<file path="src/rtl/soc_periph_req_scheduler.sv">
// Round-robin scheduler that shares one SoC peripheral port among NrReq masters,
// decodes the granted address against the SoC map and times out missing responses.
module soc_periph_req_scheduler #(
    parameter int unsigned NrReq         = 4,
    parameter int unsigned AddrWidth     = 64,
    parameter int unsigned DataWidth     = 64,
    parameter int unsigned TimeoutCycles = 1024
) (
    input  logic                       clk_i,
    input  logic                       rst_i,
    input  logic [NrReq-1:0]           req_valid_i,
    output logic [NrReq-1:0]           req_ready_o,
    input  logic [NrReq*AddrWidth-1:0] req_addr_i,
    input  logic [NrReq-1:0]           req_we_i,
    input  logic [NrReq*DataWidth-1:0] req_wdata_i,
    output logic [NrReq-1:0]           rsp_valid_o,
    output logic [DataWidth-1:0]       rsp_rdata_o,
    output logic                       rsp_err_o,
    output logic                       out_valid_o,
    input  logic                       out_ready_i,
    output logic [AddrWidth-1:0]       out_addr_o,
    output logic                       out_we_o,
    output logic [DataWidth-1:0]       out_wdata_o,
    output logic [3:0]                 out_slave_o,
    input  logic                       resp_valid_i,
    input  logic [DataWidth-1:0]       resp_rdata_i,
    input  logic                       resp_err_i,
    output logic                       busy_o,
    output logic [15:0]                timeout_cnt_o
);

    localparam int unsigned PW    = (NrReq > 1) ? $clog2(NrReq) : 1;
    localparam int unsigned TW    = $clog2(TimeoutCycles) + 1;
    localparam int unsigned NrSlv = 13;

    // IDLE grant+decode | ISSUE drive downstream | WAIT_RESP timed wait | RESPOND one-cycle strobe | DRAIN swallow late response
    localparam logic [2:0] IDLE      = 3'd0;
    localparam logic [2:0] ISSUE     = 3'd1;
    localparam logic [2:0] WAIT_RESP = 3'd2;
    localparam logic [2:0] RESPOND   = 3'd3;
    localparam logic [2:0] DRAIN     = 3'd4;

    localparam logic [63:0] SLV_BASE [NrSlv] = '{
        64'h0000_0000, 64'h0001_0000, 64'h0200_0000, 64'h0C00_0000, 64'h1000_0000,
        64'h1C00_0000, 64'h1A10_0000, 64'h1800_0000, 64'h2000_0000, 64'h3000_0000,
        64'h4000_0000, 64'h1040_0000, 64'h8000_0000};
    localparam logic [63:0] SLV_LEN [NrSlv] = '{
        64'h0000_1000, 64'h0001_0000, 64'h000C_0000, 64'h03FF_FFFF, 64'h0040_0000,
        64'h0008_0000, 64'h0012_3000, 64'h0000_1000, 64'h0080_0000, 64'h0001_0000,
        64'h0000_1000, 64'h0010_0000, 64'h2000_0000};

    logic [2:0]           state;
    logic [PW-1:0]        rr_ptr, gnt_q, gnt_idx;
    logic                 gnt_found;
    logic [AddrWidth-1:0] gnt_addr;
    logic [63:0]          gnt_addr64;
    logic                 dec_hit;
    logic [3:0]           dec_slave;
    logic [TW-1:0]        timer;
    logic                 drain_q;
    logic [DataWidth-1:0] rdata_q;
    logic                 err_q;
    logic [15:0]          tcnt_q;

    always_comb begin
        gnt_found = 1'b0;
        gnt_idx   = '0;
        for (int i = 0; i < int'(NrReq); i++) begin
            if (!gnt_found && req_valid_i[(int'(rr_ptr) + i) % int'(NrReq)]) begin
                gnt_found = 1'b1;
                gnt_idx   = PW'((int'(rr_ptr) + i) % int'(NrReq));
            end
        end
    end

    assign gnt_addr = req_addr_i[gnt_idx*AddrWidth +: AddrWidth];

    // Scan from the top so the lowest matching region index wins on overlap.
    always_comb begin
        gnt_addr64                = '0;
        gnt_addr64[AddrWidth-1:0] = gnt_addr;
        dec_hit                   = 1'b0;
        dec_slave                 = '0;
        for (int s = int'(NrSlv) - 1; s >= 0; s--) begin
            if (gnt_addr64 >= SLV_BASE[s] && gnt_addr64 < SLV_BASE[s] + SLV_LEN[s]) begin
                dec_hit   = 1'b1;
                dec_slave = 4'(s);
            end
        end
    end

    always_ff @(posedge clk_i or posedge rst_i) begin
        if (rst_i) begin
            state       <= IDLE;
            rr_ptr      <= '0;
            gnt_q       <= '0;
            out_addr_o  <= '0;
            out_we_o    <= 1'b0;
            out_wdata_o <= '0;
            out_slave_o <= '0;
            timer       <= '0;
            drain_q     <= 1'b0;
            rdata_q     <= '0;
            err_q       <= 1'b0;
            tcnt_q      <= '0;
        end else begin
            case (state)
                IDLE: begin
                    if (gnt_found) begin
                        gnt_q       <= gnt_idx;
                        out_addr_o  <= gnt_addr;
                        out_we_o    <= req_we_i[gnt_idx];
                        out_wdata_o <= req_wdata_i[gnt_idx*DataWidth +: DataWidth];
                        out_slave_o <= dec_slave;
                        if (dec_hit) begin
                            state <= ISSUE;
                        end else begin
                            rdata_q <= '0;
                            err_q   <= 1'b1;
                            state   <= RESPOND;
                        end
                    end
                end
                ISSUE: begin
                    if (out_ready_i) begin
                        timer <= '0;
                        state <= WAIT_RESP;
                    end
                end
                WAIT_RESP: begin
                    timer <= timer + 1'b1;
                    if (resp_valid_i) begin
                        rdata_q <= resp_rdata_i;
                        err_q   <= resp_err_i;
                        state   <= RESPOND;
                    end else if (timer == TW'(TimeoutCycles - 1)) begin
                        rdata_q <= '0;
                        err_q   <= 1'b1;
                        drain_q <= 1'b1;
                        if (tcnt_q != 16'hFFFF) tcnt_q <= tcnt_q + 16'd1;
                        state   <= RESPOND;
                    end
                end
                RESPOND: begin
                    rr_ptr <= (gnt_q == PW'(NrReq - 1)) ? '0 : gnt_q + 1'b1;
                    state  <= drain_q ? DRAIN : IDLE;
                end
                DRAIN: begin
                    if (resp_valid_i) begin
                        drain_q <= 1'b0;
                        state   <= IDLE;
                    end
                end
                default: state <= IDLE;
            endcase
        end
    end

    // Reset is folded in so no accept leaks out while the block is held in reset.
    always_comb begin
        req_ready_o = '0;
        if (!rst_i && state == IDLE && gnt_found) req_ready_o[gnt_idx] = 1'b1;
    end

    always_comb begin
        rsp_valid_o = '0;
        if (state == RESPOND) rsp_valid_o[gnt_q] = 1'b1;
    end

    assign rsp_rdata_o   = (state == RESPOND) ? rdata_q : '0;
    assign rsp_err_o     = (state == RESPOND) && err_q;
    assign out_valid_o   = (state == ISSUE);
    assign busy_o        = (state != IDLE);
    assign timeout_cnt_o = tcnt_q;

endmodule
</file>
<file path="config.mk">
export PLATFORM = sky130hd
export DESIGN_NAME = soc_periph_req_scheduler
export DESIGN_NICKNAME = d
export VERILOG_FILES = /design/src/rtl/soc_periph_req_scheduler.sv
export SDC_FILE = /design/constraint.sdc
export NUM_CORES = 1
export LEC_CHECK = 0
export CAP_MARGIN = 20
export CELL_PAD_IN_SITES_DETAIL_PLACEMENT = 2
export CELL_PAD_IN_SITES_GLOBAL_PLACEMENT = 2
export CORE_AREA = 4 4 313 315
export CTS_BUF_LIST = sky130_fd_sc_hd__clkbuf_8
export CTS_CLUSTER_SIZE = 16
export DETAILED_ROUTE_END_ITERATION = 12
export DIE_AREA = 0 0 317 319
export HOLD_SLACK_MARGIN = 0.1
export PLACE_DENSITY = 0.62
export SYNTH_ARGS = -nofsm -noshare
export SYNTH_HDL_FRONTEND = slang
export SYNTH_SLANG_ARGS = --single-unit
</file>
<file path="constraint.sdc">
create_clock -name clk_i -period 11.8 [get_ports clk_i]
set_clock_uncertainty 0.2 [all_clocks]
set_input_delay 2.36 -clock clk_i [delete_from_list [all_inputs] [get_ports clk_i]]
set_output_delay 2.36 -clock clk_i [all_outputs]
set_load 0.1 [all_outputs]
</file>
# ---- Word-level counts from Yosys, hierarchy flattened
# Index checks and enable logic that the tools add are counted.
dict set report totals {
  regBits 233
  inputBits 589
  output_inout_bits 224
  wordCells 189
}
dict set report classes {
  add_sub_neg 6
  order_cmp 34
  eq_ne 14
  n_shift 2
  muxes 78
  bitwise 4
  reduce_logical 39
}
# op n
set op_table {}
lappend op_table {{indexed part select 256 x 9 -> 64 bit} 2}
lappend op_table {{>= comparator 64 x 29 -> 1 bit, second input constant} 5}
lappend op_table {{< comparator 64 x 29 -> 1 bit, second input constant} 5}
lappend op_table {{2-to-1 mux 64 bit} 5}
lappend op_table {{>= comparator 64 x 30 -> 1 bit, second input constant} 2}
lappend op_table {{< comparator 64 x 30 -> 1 bit, second input constant} 2}
lappend op_table {{case mux 64 bit (2 select lines)} 1}
lappend op_table {{>= comparator 64 x 1 -> 1 bit, second input constant} 1}
lappend op_table {{>= comparator 64 x 17 -> 1 bit, second input constant} 1}
lappend op_table {{>= comparator 64 x 26 -> 1 bit, second input constant} 1}
lappend op_table {{>= comparator 64 x 28 -> 1 bit, second input constant} 1}
lappend op_table {{>= comparator 64 x 31 -> 1 bit, second input constant} 1}
lappend op_table {{>= comparator 64 x 32 -> 1 bit, second input constant} 1}
lappend op_table {{< comparator 64 x 13 -> 1 bit, second input constant} 1}
lappend op_table {{< comparator 64 x 18 -> 1 bit, second input constant} 1}
lappend op_table {{< comparator 64 x 26 -> 1 bit, second input constant} 1}
lappend op_table {{< comparator 64 x 28 -> 1 bit, second input constant} 1}
lappend op_table {{< comparator 64 x 31 -> 1 bit, second input constant} 1}
lappend op_table {{< comparator 64 x 32 -> 1 bit, second input constant} 1}
lappend op_table {{2-to-1 mux 4 bit} 15}
lappend op_table {{2-to-1 mux 1 bit} 33}
lappend op_table {{case mux 11 bit (2 select lines)} 1}
lappend op_table {{logical AND 1 bit} 21}
lappend op_table {{2-to-1 mux 3 bit} 6}
lappend op_table {{31 further kinds} 67}

# ---- Logic depth before layout (Yosys ltp)
# Gate-level depths: netlist of run 1.
dict set report depth {
  ltp_word 33
  depth_mapped 16
}

# ---- Worst setup path before layout of run 1
# No wires, ideal clock.
dict set report synth_path {
  path_kind {input to output}
  startpoint {input req_valid_i[2]}
  endpoint {output req_ready_o[1]}
  arrival_time_ps 6555
  required_ps 9240
  path_slack_ps 2685
  cell_stages 9
  path_cell_list {mux2i_1 o22a_4 nand2_8 buf_6 buf_6 buf_2 clkbuf_1 clkbuf_1 nor4_1}
}
dict set report synth_via {
  elab_chain_cells 17
}
# item line_no
set synth_rtl {}
lappend synth_rtl {{start, declared} 11} ;# input logic [NrReq-1:0] req_valid_i,
lappend synth_rtl {{binary-select mux 1 bit (select 2 bit)} 69} ;# if (!gnt_found && req_valid_i[(int'(rr_ptr) + i) % int'(NrReq)]) begin
lappend synth_rtl {{2-to-1 mux 1 bit (implied by the code)} 69}
lappend synth_rtl {{2-to-1 mux 1 bit} 69}
lappend synth_rtl {{logical NOT 1 bit} 69}
lappend synth_rtl {{logical AND 1 bit} 69}
lappend synth_rtl {{2-to-1 mux 1 bit} 69}
lappend synth_rtl {{logical NOT 1 bit} 69}
lappend synth_rtl {{logical AND 1 bit} 69}
lappend synth_rtl {{2-to-1 mux 1 bit} 69}
lappend synth_rtl {{logical NOT 1 bit} 69}
lappend synth_rtl {{logical AND 1 bit} 69}
lappend synth_rtl {{2-to-1 mux 2 bit} 69}
lappend synth_rtl {{< comparator 2 x 3 -> 1 bit (implied by the code) or >= comparator 2 x 1 -> 1 bit (tied branches)} 162} ;# if (!rst_i && state == IDLE && gnt_found) req_ready_o[gnt_idx] = 1'b1;
lappend synth_rtl {{logical AND 1 bit (implied by the code)} 162}
lappend synth_rtl {{2-to-1 mux 1 bit (implied by the code)} 162}
lappend synth_rtl {{demux 1 bit (select 2 bit)} 162}
lappend synth_rtl {{2-to-1 mux 4 bit (*)} 162}
lappend synth_rtl {{end, declared} 12} ;# output logic [NrReq-1:0] req_ready_o,
# Mark *: on every way between the ends. The rest lies on a longest branch, timed or not. The select of a mux whose other input is x is not followed.

# ---- Worst setup path after layout of run 1
dict set report layout_path {
  startpoint {input req_valid_i[0]}
  endpoint {output req_ready_o[3]}
}
# Same word-level chain as after synthesis.

==> reports/metrics.yaml, run 1 <==
post_route_cells_drive_above_1_share_pct: 6.47
yosysUniqueCellTypes: 62
ys.flop_type: "dfrtp_1"
post-cts-setup-buffers: 0
reg2reg_slack_ns: 5.23
muxShareOfSynthArea_pct: 5.24
first_pass_iters: 5
pin_count: 813
grt_pass1_wl_um: 139000
grt_pass1_vias: 18700
setup_viol: 0
drt_iter0_drc: 733
status: "complete, no violations"
critPathKind: "input port to output port"
track_usage_pct: 18.9
cts_hold_buf: 0
cp_common_cell: "clkdlybuf4s50_1"
syn2layout_area_growth_pct: 76.1
synth_seq_cells: 233
post_cts_resized: 0
drv_cap: 0
synth_commonest_cells: "nand2_1, dfrtp_1, nand3_1"
hold_start: "out_wdata_o[43]"
wl_per_cell_um: 26.6
cp_cell_sequence: "clkdlybuf4s50_1 > mux2i_1 > o22a_4 > buf_4 > nand2_8 > nor4_1 > clkdlybuf4s50_1"
power_mw: 7.00
hp-class: "flip-flop to flip-flop"
r2r_cells: 13
rows: 113
hpwl_um: 78800
synthCells: 1684
synth_top_area_share_pct: 41.8
ys.warnings.count: 0
clk_pin_slew_worst_paths_ns: 0.05
gp_congestion: 0.903
hold_viol: 0
initial_core_util_pct: 14.7
overflow: 0
worstReg2RegEnd: "rdata_q[43]"
die_area_um2: 101000
cts_max_level: 2
max_freq_ghz: 0.116
multiInputGateArea_um2: 7460
root_buffer: "clkbuf_8"
critical_path.max_fanout: 55
fp.coreArea_um2: 94900
critPathTopFamily: "buffers and inverters"
avgSynthCellArea_um2: 8.28
antenna_left: 0
maxSlewViolCount: 0
irDropWorstVdd_mv: 0.191
synthXorXnorAreaFrac_pct: 1.00
drc: 0
seq_area_um2: 5830
synth.most_common_cell: "nand2_1"
dr_total_vias: 16700
crit_buf_inv: 3
chipHeight_um: 319
cp_data_required_time_ns: 9.24
cts_buffers: 52
cp_data_arrival_time_ns: 6.04
cts_sinks: 233
synth_seq_area_share_pct: 41.8
port_buffers: 812
grt_max_degree: 147
crit_slowest_cell: "clkdlybuf4s50_1"
fin_crit_ns: 8.60
synth_area_leader_cell: "dfrtp_1"
worst_pin_slew_ns: 1.17
cellLeakagePower_nw: 10.3
min_to: "out_wdata_o[43]"
clock_latency_ns: 0.64
fin_crit_sh_pct: 72.9
synthSimpleGateAreaFrac_pct: 32.4
synthAdderAreaFrac_pct: 0.538
r2r_start: "rr_ptr[1]"
synthArstFlopShare_pct: 100
synth_area_um2: 13900
powerDensity_nw_per_um2: 285
wirelength_um: 100000
critical_path.max_stage_delay_ns: 1.20
via_per_inst: 4.45
die_width_um: 317
synth-edff-count: 0
antenna_found_initial: 58
synthTopCellsByArea: "dfrtp_1, nand2_1, nand3_1"
min_path_cells: 2
synth_compound_area_share_pct: 13.9
fin_nets: 3026
crit_path_end_kind: "output port"
tns_ns: 0
rsz0062_at_grt: "false"
cts_tree: "built"
relSlewSlack_pct: 21.7
cp-start-kind: "input port"
syn_nets: 2279
synth_top_family_by_area: "simple AND/OR/NAND/NOR gates"
clk_path_buf_depth: 3
fillerInstances: 10700
[cells in the final DEF, fill, tap and decap left out, types with 3 or more instances in the layout]
| cell | instances |
|---|---|
| a211oi_1 | 67 |
| a21oi_1 | 8 |
| a32o_1 | 64 |
| and2_1 | 71 |
| and3_1 | 76 |
| buf_4 | 25 |
| bufinv_16 | 6 |
| clkbuf_8 | 67 |
| clkdlybuf4s50_1 | 807 |
| dfrtp_1 | 233 |
| diode_2 | 22 |
| ha_1 | 6 |
| inv_1 | 35 |
| mux2_2 | 4 |
| mux4_2 | 30 |
| nand2_1 | 550 |
| nand2b_1 | 3 |
| nand3_1 | 212 |
| nand4_1 | 12 |
| nor2_1 | 21 |
| nor3_1 | 5 |
| nor3b_1 | 3 |
| nor4_1 | 13 |
| o21ai_0 | 34 |
| o22ai_1 | 17 |
| o31ai_1 | 33 |
| xnor2_1 | 9 |
| xor2_1 | 7 |
[worst reg2reg max path: stages (launching register included)]
cell	delay [ns]
dfrtp_1	0.53
mux2i_1	0.28
o22a_4	0.35
buf_4	0.55
nand2_8	0.42
buf_12	0.38
mux4_2	0.67
nand4_1	0.13
nor4_1	0.72
a21oi_1	0.28
a311oi_2	0.32
a41oi_1	0.17
nand3b_4	0.76
a32o_1	0.68
[logic make-up (layout without fill, tap and decap cells)]
logic type | Yosys count | in the layout
flip-flops | 233 | 233
adder cells (fa/ha/maj) | 6 | 6
buffers and inverters | 160 | 949
AND/OR/NAND/NOR | 985 | 985
AO/OA/AOI/OAI | 249 | 249
other | 0 | 22
multiplexers | 35 | 35
XOR/XNOR | 16 | 16
[worst max-delay path by stage]
stage,startpoint,end,slack [ns],cells after the start
2_1_floorplan,req_valid_i[2],req_ready_o[1],2.68,9
3_3_place_gp,req_valid_i[0],err_q,3.21,15
3_5_place_dp,req_valid_i[0],rdata_q[2],2.90,15
4_1_cts,req_valid_i[0],req_ready_o[3],3.17,7
5_1_grt,req_valid_i[0],req_ready_o[1],2.97,7
6_report,req_valid_i[0],req_ready_o[3],3.20,7
[per-stage QoR]
stage	setup slack (ns)	utilization [%]	hold WS, ns	area (µm²)	cells
final	3.20	25.9	0.274	24600	3760
after global routing	2.97	25.9	0.309	24500	3749
after CTS	3.17	25.8	0.280	24500	3738
after detailed placement	2.90	24.5	0.266	23300	3642
after global placement	3.21	24.5	0.261	23300	3641
after floorplan	2.68	-	0.244	13900	1684
[where the power goes]
part           switching (mW)  internal [mW]
Combinational            3.44           1.16
Clock                   0.444          0.642
Sequential              0.207           1.11
[cell type report]
type	instances	area share, %
repair buffers	836	34.0
multi-input cells	1291	30.4
flip-flops and latches	233	23.7
well taps	1265	6.45
clock buffers	67	3.76
clock inverters	29	1.21
inverters	17	0.290
diodes	22	0.224
[state kept, by name (all words and copies together) (netlist names)]
signal,count
out_slave_o,4
gnt_q,2
timeout_cnt_o,16
out_we_o,1
out_wdata_o,64
timer,11
rdata_q,64
err_q,1
out_addr_o,64
drain_q,1
state,3
rr_ptr,2
[metal layers]
| metal | vias to the layer above | track usage [%] | share of wire (%) |
|---|---|---|---|
| met3 | 179 | 7.48 | 9.5 |
| met1 | 8333 | 21.0 | 38 |
| met2 | 698 | 32.5 | 49 |
| met5 | - | 0 | 0.31 |
| li1 | 7479 | - | - |
| met4 | 46 | 6.66 | 3.4 |
Note: power is estimated with default switching activity, not from simulation.
==> run 2, diff against run 1 <==
Settings changed: CORE_AREA 4 4 313 315 to 4 4 310 312, DIE_AREA 0 0 317 319 to 0 0 314 316, PLACE_DENSITY 0.62 to 0.65.
Clock period 11.8 ns to 7 ns, I/O delays scaled along.
==> run 2 against run 1 <==
Against the previous run:
- power up 67%
- critical endpoint is now rdata_q[63]
- count of clock-buffer cells in the layout unchanged
- highest routed layer unchanged
- worst hold slack better by 0.0061 ns
- via count up 0.21%
- utilization up 0.55 points
- flip-flop and latch count unchanged
- clock power up 48%
- global-route usage up 0.30 points
==> reports/metrics.yaml, run 2 (same netlist as run 1, synthesis figures left out) <==
wirelength_um: 98900  # -1.0%
hp-class: "flip-flop to flip-flop"
gp_congestion: 0.900  # -0.42%
critPathTopFamily: "compound AO/OA/AOI/OAI gates"
cts_buffers: 50  # -3.8%
cp_common_cell: "a21oi_1"
hold_slack_ns: 0.280  # +0.00605 ns
die_area_um2: 99200  # -1.9%
final_area_um2: 24600  # +0.15%
root_buffer: "clkbuf_8"
crit_buf_inv: 3  # unchanged
seq_area_um2: 5830  # unchanged
maxSlewViolCount: 0  # unchanged
port_buffers: 812  # unchanged
relSlewSlack_pct: 24.0  # +2.3 points
drc: 0  # unchanged
critical_path.max_fanout: 41  # -25%
fillerInstances: 10700  # -0.69%
fin_nets: 3042  # +0.53%
p_comb_share_pct: 67.2  # +1.5 points
swShare_pct: 59.1  # +0.60 points
cellLeakagePower_nw: 10.3  # +0.24%
antenna_found_initial: 47  # -19%
critPathKind: "input port to flip-flop"
powerDensity_nw_per_um2: 475  # +67%
power_mw: 11.7  # +67%
worst_pin_slew_ns: 1.14  # -0.0338 ns
rsz0062_at_grt: "false"
max_freq_ghz: 0.156
tns_ns: 0  # unchanged
p_int_mw: 4.78  # +64%
drv_cap: 0  # unchanged
critical_path.max_stage_delay_ns: 0.88  # -0.32 ns
final_cell_count_no_fill: 3765  # +0.13%
wl_met3_um: 8320  # -13%
antenna_left: 0  # unchanged
clk_path_buf_depth: 3  # unchanged
via_per_inst: 4.45  # about the same
clock_latency_ns: 0.62  # -0.02 ns
post_cts_resized: 0  # unchanged
reg.largest.list: "out_addr_o: 64 flops, out_wdata_o: 64 flops, rdata_q: 64 flops"
crit_slowest_cell: "nor4_1"
fin_crit_ns: 6.42
hold_start: "out_wdata_o[29]"
crit_path_end_kind: "flip-flop"
post-cts-setup-buffers: 0  # unchanged
cp_data_arrival_time_ns: 6.72  # +0.68 ns
hold_viol: 0  # unchanged
cts_sinks: 233  # unchanged
track_usage_pct: 19.2  # +0.30 points
wl_per_cell_um: 26.3  # -1.2%
cp-start-kind: "input port"
min_to: "out_wdata_o[29]"
power.switching_mw: 6.89  # +69%
chipHeight_um: 316  # -0.94%
clk_pin_slew_worst_paths_ns: 0.06  # about the same
rows: 112  # -0.88%
fin_crit_sh_pct: 91.8
routed.top_layer: "met5"
die_width_um: 314  # -0.95%
power_frac_seq_pct: 19.0  # +0.2 points
dr_total_vias: 16800  # +0.21%
dpl_cell_area_um2: 23400  # +0.68%
wl_met2_um: 50100  # +3.0%
overflow: 0  # unchanged
post_route_cells_drive_above_1_share_pct: 7.36  # +0.89 points
irDropWorstVdd_mv: 0.316  # +66%
layout_common_cells: "clkdlybuf4s50_1, nand2_1, dfrtp_1, nand3_1, and3_1"
grt_pass1_wl_um: 139000  # +0.39%
cts_tree: "built"
fp.coreArea_um2: 93000  # -1.9%
met1_length_um: 37900  # -0.51%
multiInputGateArea_um2: 7470  # +0.10%
hpwl_um: 78900  # about the same
initial_core_util_pct: 15.0  # +0.29 points
status: "complete, no violations"
clkPwrFrac_pct: 13.8  # -1.7 points
worstReg2RegEnd: "rdata_q[63]"
r2r_cells: 13  # unchanged
min_path_cells: 2  # unchanged
setup_viol: 0  # unchanged
r2r_start: "rr_ptr[1]"
grt_pass1_vias: 18900  # +0.96%
cts_max_level: 2  # unchanged
cts_hold_buf: 0  # unchanged
dp.cells: 3647  # +0.14%
cp_cell_sequence: "clkdlybuf4s50_1 > a21oi_1 > o22a_4 > buf_12 > mux4_2 > nand4_1 > nor4_1 > a21oi_1 > a311oi_2 > a41oi_1 > nand3b_4 > buf_4 > a32o_1"
cp_data_required_time_ns: 7.30  # -1.94 ns
pin_count: 813  # unchanged
first_pass_iters: 5  # unchanged
drt_iter0_drc: 839  # +14%
syn2layout_area_growth_pct: 76.4
final_common_cell: "clkdlybuf4s50_1"
reg2reg_slack_ns: 1.35  # -3.88 ns
grt_max_degree: 148  # +0.68%
==> run 2: power groups by stage <==
stage	registers (mW)	clock network (mW)	logic, mW
3_5_place_dp	2.24	0	7.93
6_report	2.22	1.61	7.84
4_1_cts	2.23	1.70	7.96
5_1_grt	2.29	1.76	8.33
3_3_place_gp	2.22	0	7.81
2_1_floorplan	4.75	0	2.78
==> run 2: metal layers <==
layer,up-vias,global-route usage [%]
met5,-,0
met4,20,5.60
met3,128,6.47
met2,663,34.4
met1,8454,21.6
li1,7505,-
==> run 2: how the worst max path moves through the flow <==
stage / from / to / slack, ns / depth (start not counted)
final: req_valid_i[0] / rdata_q[63] / 0.58 / 13
after global routing: req_valid_i[0] / rdata_q[63] / 0.39 / 13
after CTS: req_valid_i[0] / rdata_q[63] / 0.71 / 13
after detailed placement: req_valid_i[0] / rdata_q[63] / -0.006 / 13
after global placement: req_valid_i[0] / rdata_q[35] / 0.11 / 13
after floorplan: req_valid_i[2] / req_ready_o[1] / -0.20 / 9
==> run 2: final cells by class <==
class / instances / share of cell area (%)
clock inverter: 23 / 0.575
tap: 1254 / 6.38
multi-input combinational: 1291 / 30.4
inverter: 17 / 0.275
timing repair buffer: 854 / 34.7
antenna: 26 / 0.265
sequential: 233 / 23.7
clock buffer: 67 / 3.75
==> run 2: metrics by stage <==
stage	setup WS, ns	utilization (%)
5_1_grt	0.391	26.4
2_1_floorplan	-0.195	-
3_5_place_dp	-0.00629	25.2
3_3_place_gp	0.111	25.2
4_1_cts	0.707	26.3
6_report	0.576	26.4
==> run 2: worst min-delay path, stage by stage, from the launching register on <==
cell,delay (ns)
dfrtp_1,0.34
nand2_1,0.05
nand2_1,0.05
==> run 3, diff against run 2 <==
Settings changed: CAP_MARGIN 20 to default, CTS_CLUSTER_DIAMETER from default to 60.
==> run 3 against run 2 <==
Against the previous run:
- flip-flop and latch count unchanged
- register-to-register slack improved by 0.06 ns
- utilization decreased by 0.28 points
- count of clock-buffer cells in the layout decreased by 22
- sequential power about the same
- combinational power about the same
- sequential share of layout area increased by 0.25 points
- worst hold slack about the same
- cell count decreased by 0.64%
- setup slack improved by 0.048 ns
- largest power group unchanged
==> reports/metrics.yaml, run 3 (same netlist as run 1, synthesis figures left out) <==
hp-class: "flip-flop to flip-flop"
critical_path.max_fanout: 41  # unchanged
cp_cell_sequence: "clkdlybuf4s50_1 > a21oi_1 > o22a_4 > buf_12 > mux4_2 > nand4_1 > nor4_1 > a21oi_1 > a311oi_2 > a41oi_1 > nand3b_4 > buf_4 > a32o_1"
clk_path_buf_depth: 3  # unchanged
reg.largest.list: "out_addr_o: 64 flops, out_wdata_o: 64 flops, rdata_q: 64 flops"
cp_data_arrival_time_ns: 6.66  # -0.06 ns
cts_buffers: 39  # -22%
pre_cts_ws_ns: -0.00629  # unchanged
post_route_cells_drive_above_1_share_pct: 6.94  # -0.42 points
drv_cap: 0  # unchanged
rsz0062_at_grt: "false"
powerDensity_nw_per_um2: 470  # -1.1%
setup_viol: 0  # unchanged
cts_hold_buf: 0  # unchanged
setup_slack_ns: 0.624  # +0.0480 ns
hpwl_um: 78900  # unchanged
cp-start-kind: "input port"
critPathKind: "input port to flip-flop"
r2r_start: "rr_ptr[1]"
grt_pass1_wl_um: 138000  # -0.61%
antenna_left: 0  # unchanged
fin_crit_sh_pct: 91.1  # -0.69 points
crit_path_end_kind: "flip-flop"
dr_total_vias: 16600  # -0.72%
cts_max_level: 2  # unchanged
clock_latency_ns: 0.59  # -0.03 ns
critical_path.max_stage_delay_ns: 0.84  # -0.04 ns
grt_pass1_vias: 18800  # -0.57%
post_cts_resized: 0  # unchanged
port_buffers: 812  # unchanged
cts_tree: "built"
layout_common_cells: "clkdlybuf4s50_1, nand2_1, dfrtp_1, nand3_1, and3_1"
fin_crit_ns: 6.38  # -0.0480 ns
antenna_found_initial: 47  # unchanged
final_common_cell: "clkdlybuf4s50_1"
via_per_inst: 4.45  # about the same
clk_pin_slew_worst_paths_ns: 0.08  # +0.02 ns
hold_start: "out_wdata_o[5]"
cts_sinks: 233  # unchanged
dp.cells: 3647  # unchanged
rows: 112  # unchanged
critPathTopFamily: "compound AO/OA/AOI/OAI gates"
die_area_um2: 99200  # unchanged
syn2layout_area_growth_pct: 74.5
root_buffer: "clkbuf_8"
relSlewSlack_pct: 21.3  # -2.7 points
drt_iter0_drc: 843  # +0.48%
pin_count: 813  # unchanged
irDropWorstVdd_mv: 0.305  # -3.7%
cellLeakagePower_nw: 10.1  # -1.8%
wirelength_um: 98600  # -0.37%
wl_per_cell_um: 26.3  # +0.27%
crit_slowest_cell: "nor4_1"
chipHeight_um: 316  # unchanged
worst_pin_slew_ns: 1.18  # +0.0442 ns
crit_buf_inv: 3  # unchanged
setup.worst_path.start: "req_valid_i[0]"
fp.coreArea_um2: 93000  # unchanged
grt_max_degree: 148  # unchanged
power_mw: 11.4  # -2.1%
first_pass_iters: 4  # -1
gp_congestion: 0.900  # unchanged
hold_viol: 0  # unchanged
post-cts-setup-buffers: 0  # unchanged
track_usage_pct: 19.1  # -0.10 points
fin_nets: 3029  # -0.43%
maxSlewViolCount: 0  # unchanged
die_width_um: 314  # unchanged
overflow: 0  # unchanged
initial_core_util_pct: 15.0  # unchanged
status: "complete, no violations"
drc: 0  # unchanged
postLayoutCoreUtil_pct: 26.2  # -0.28 points
cp_data_required_time_ns: 7.28  # -0.02 ns
final_cell_count_no_fill: 3741  # -0.64%
cp_common_cell: "a21oi_1"
max_freq_ghz: 0.157  # +0.75%
[run 3: changes by cell type in the layout (fill, tap and decap cells not counted)]
cell        before  now
buf_2            2    1
clkinv_2         7    3
clkinv_8         0    2
bufinv_16        1    0
clkbuf_8        67   45
inv_6            1    5
buf_12           9    8
inv_1           28   18
clkinv_4         0    5
diode_2         26   24
clkinvlp_4       1    5
inv_8            2    4
[run 3: metrics by stage]
step	hold slack, ns	TNS (ns)	instance area [µm²]
2_1_floorplan	0.244	-0.391	14000
3_3_place_gp	0.260	0	23400
3_5_place_dp	0.265	-0.0120	23400
4_1_cts	0.286	0	24300
5_1_grt	0.314	0	24300
6_report	0.280	0	24300
[run 3: power breakdown]
part	switching, mW	internal [mW]	total (mW)
sequential	0.355	1.86	2.22
combinational	5.82	2.01	7.83
clock	0.745	0.634	1.38
[run 3: worst paths after layout]
| check | cells after the start | slack, ns | endpoint |
|---|---|---|---|
| worst min-delay path | 2 | 0.28 | out_wdata_o[5] |
| worst min register to register | 2 | 0.28 | out_wdata_o[5] |
| max in group asynchronous | 3 | 4.32 | out_addr_o[59] |
| min in group asynchronous | 3 | 1.34 | out_wdata_o[62] |
| worst max register to register | 13 | 1.41 | rdata_q[22] |
| worst max-delay path | 13 | 0.62 | rdata_q[22] |
[run 3: area by class of cell]
type / instances / area [µm²]
inverter: 17 / 67.6
clock buffer: 45 / 619
timing repair buffer: 852 / 8510
antenna: 24 / 60.1
sequential: 233 / 5830
clock inverter: 25 / 218
multi-input combinational: 1291 / 7470
fill: 10700 / 68700
tap: 1254 / 1570
[run 3: worst min-delay path: stages (launching register included)]
cell and delay [ns]:
dfrtp_1 0.35, nand2_1 0.05, nand2_1 0.05
[run 3: per-layer routing]
| layer | share of wire [%] | track usage (%) | vias to the layer above |
|---|---|---|---|
| li1 | - | - | 7479 |
| met1 | 38 | 21.4 | 8403 |
| met2 | 51 | 34.4 | 637 |
| met3 | 8.5 | 6.57 | 108 |
| met4 | 2.2 | 5.31 | 22 |
| met5 | 0.16 | 0 | - |
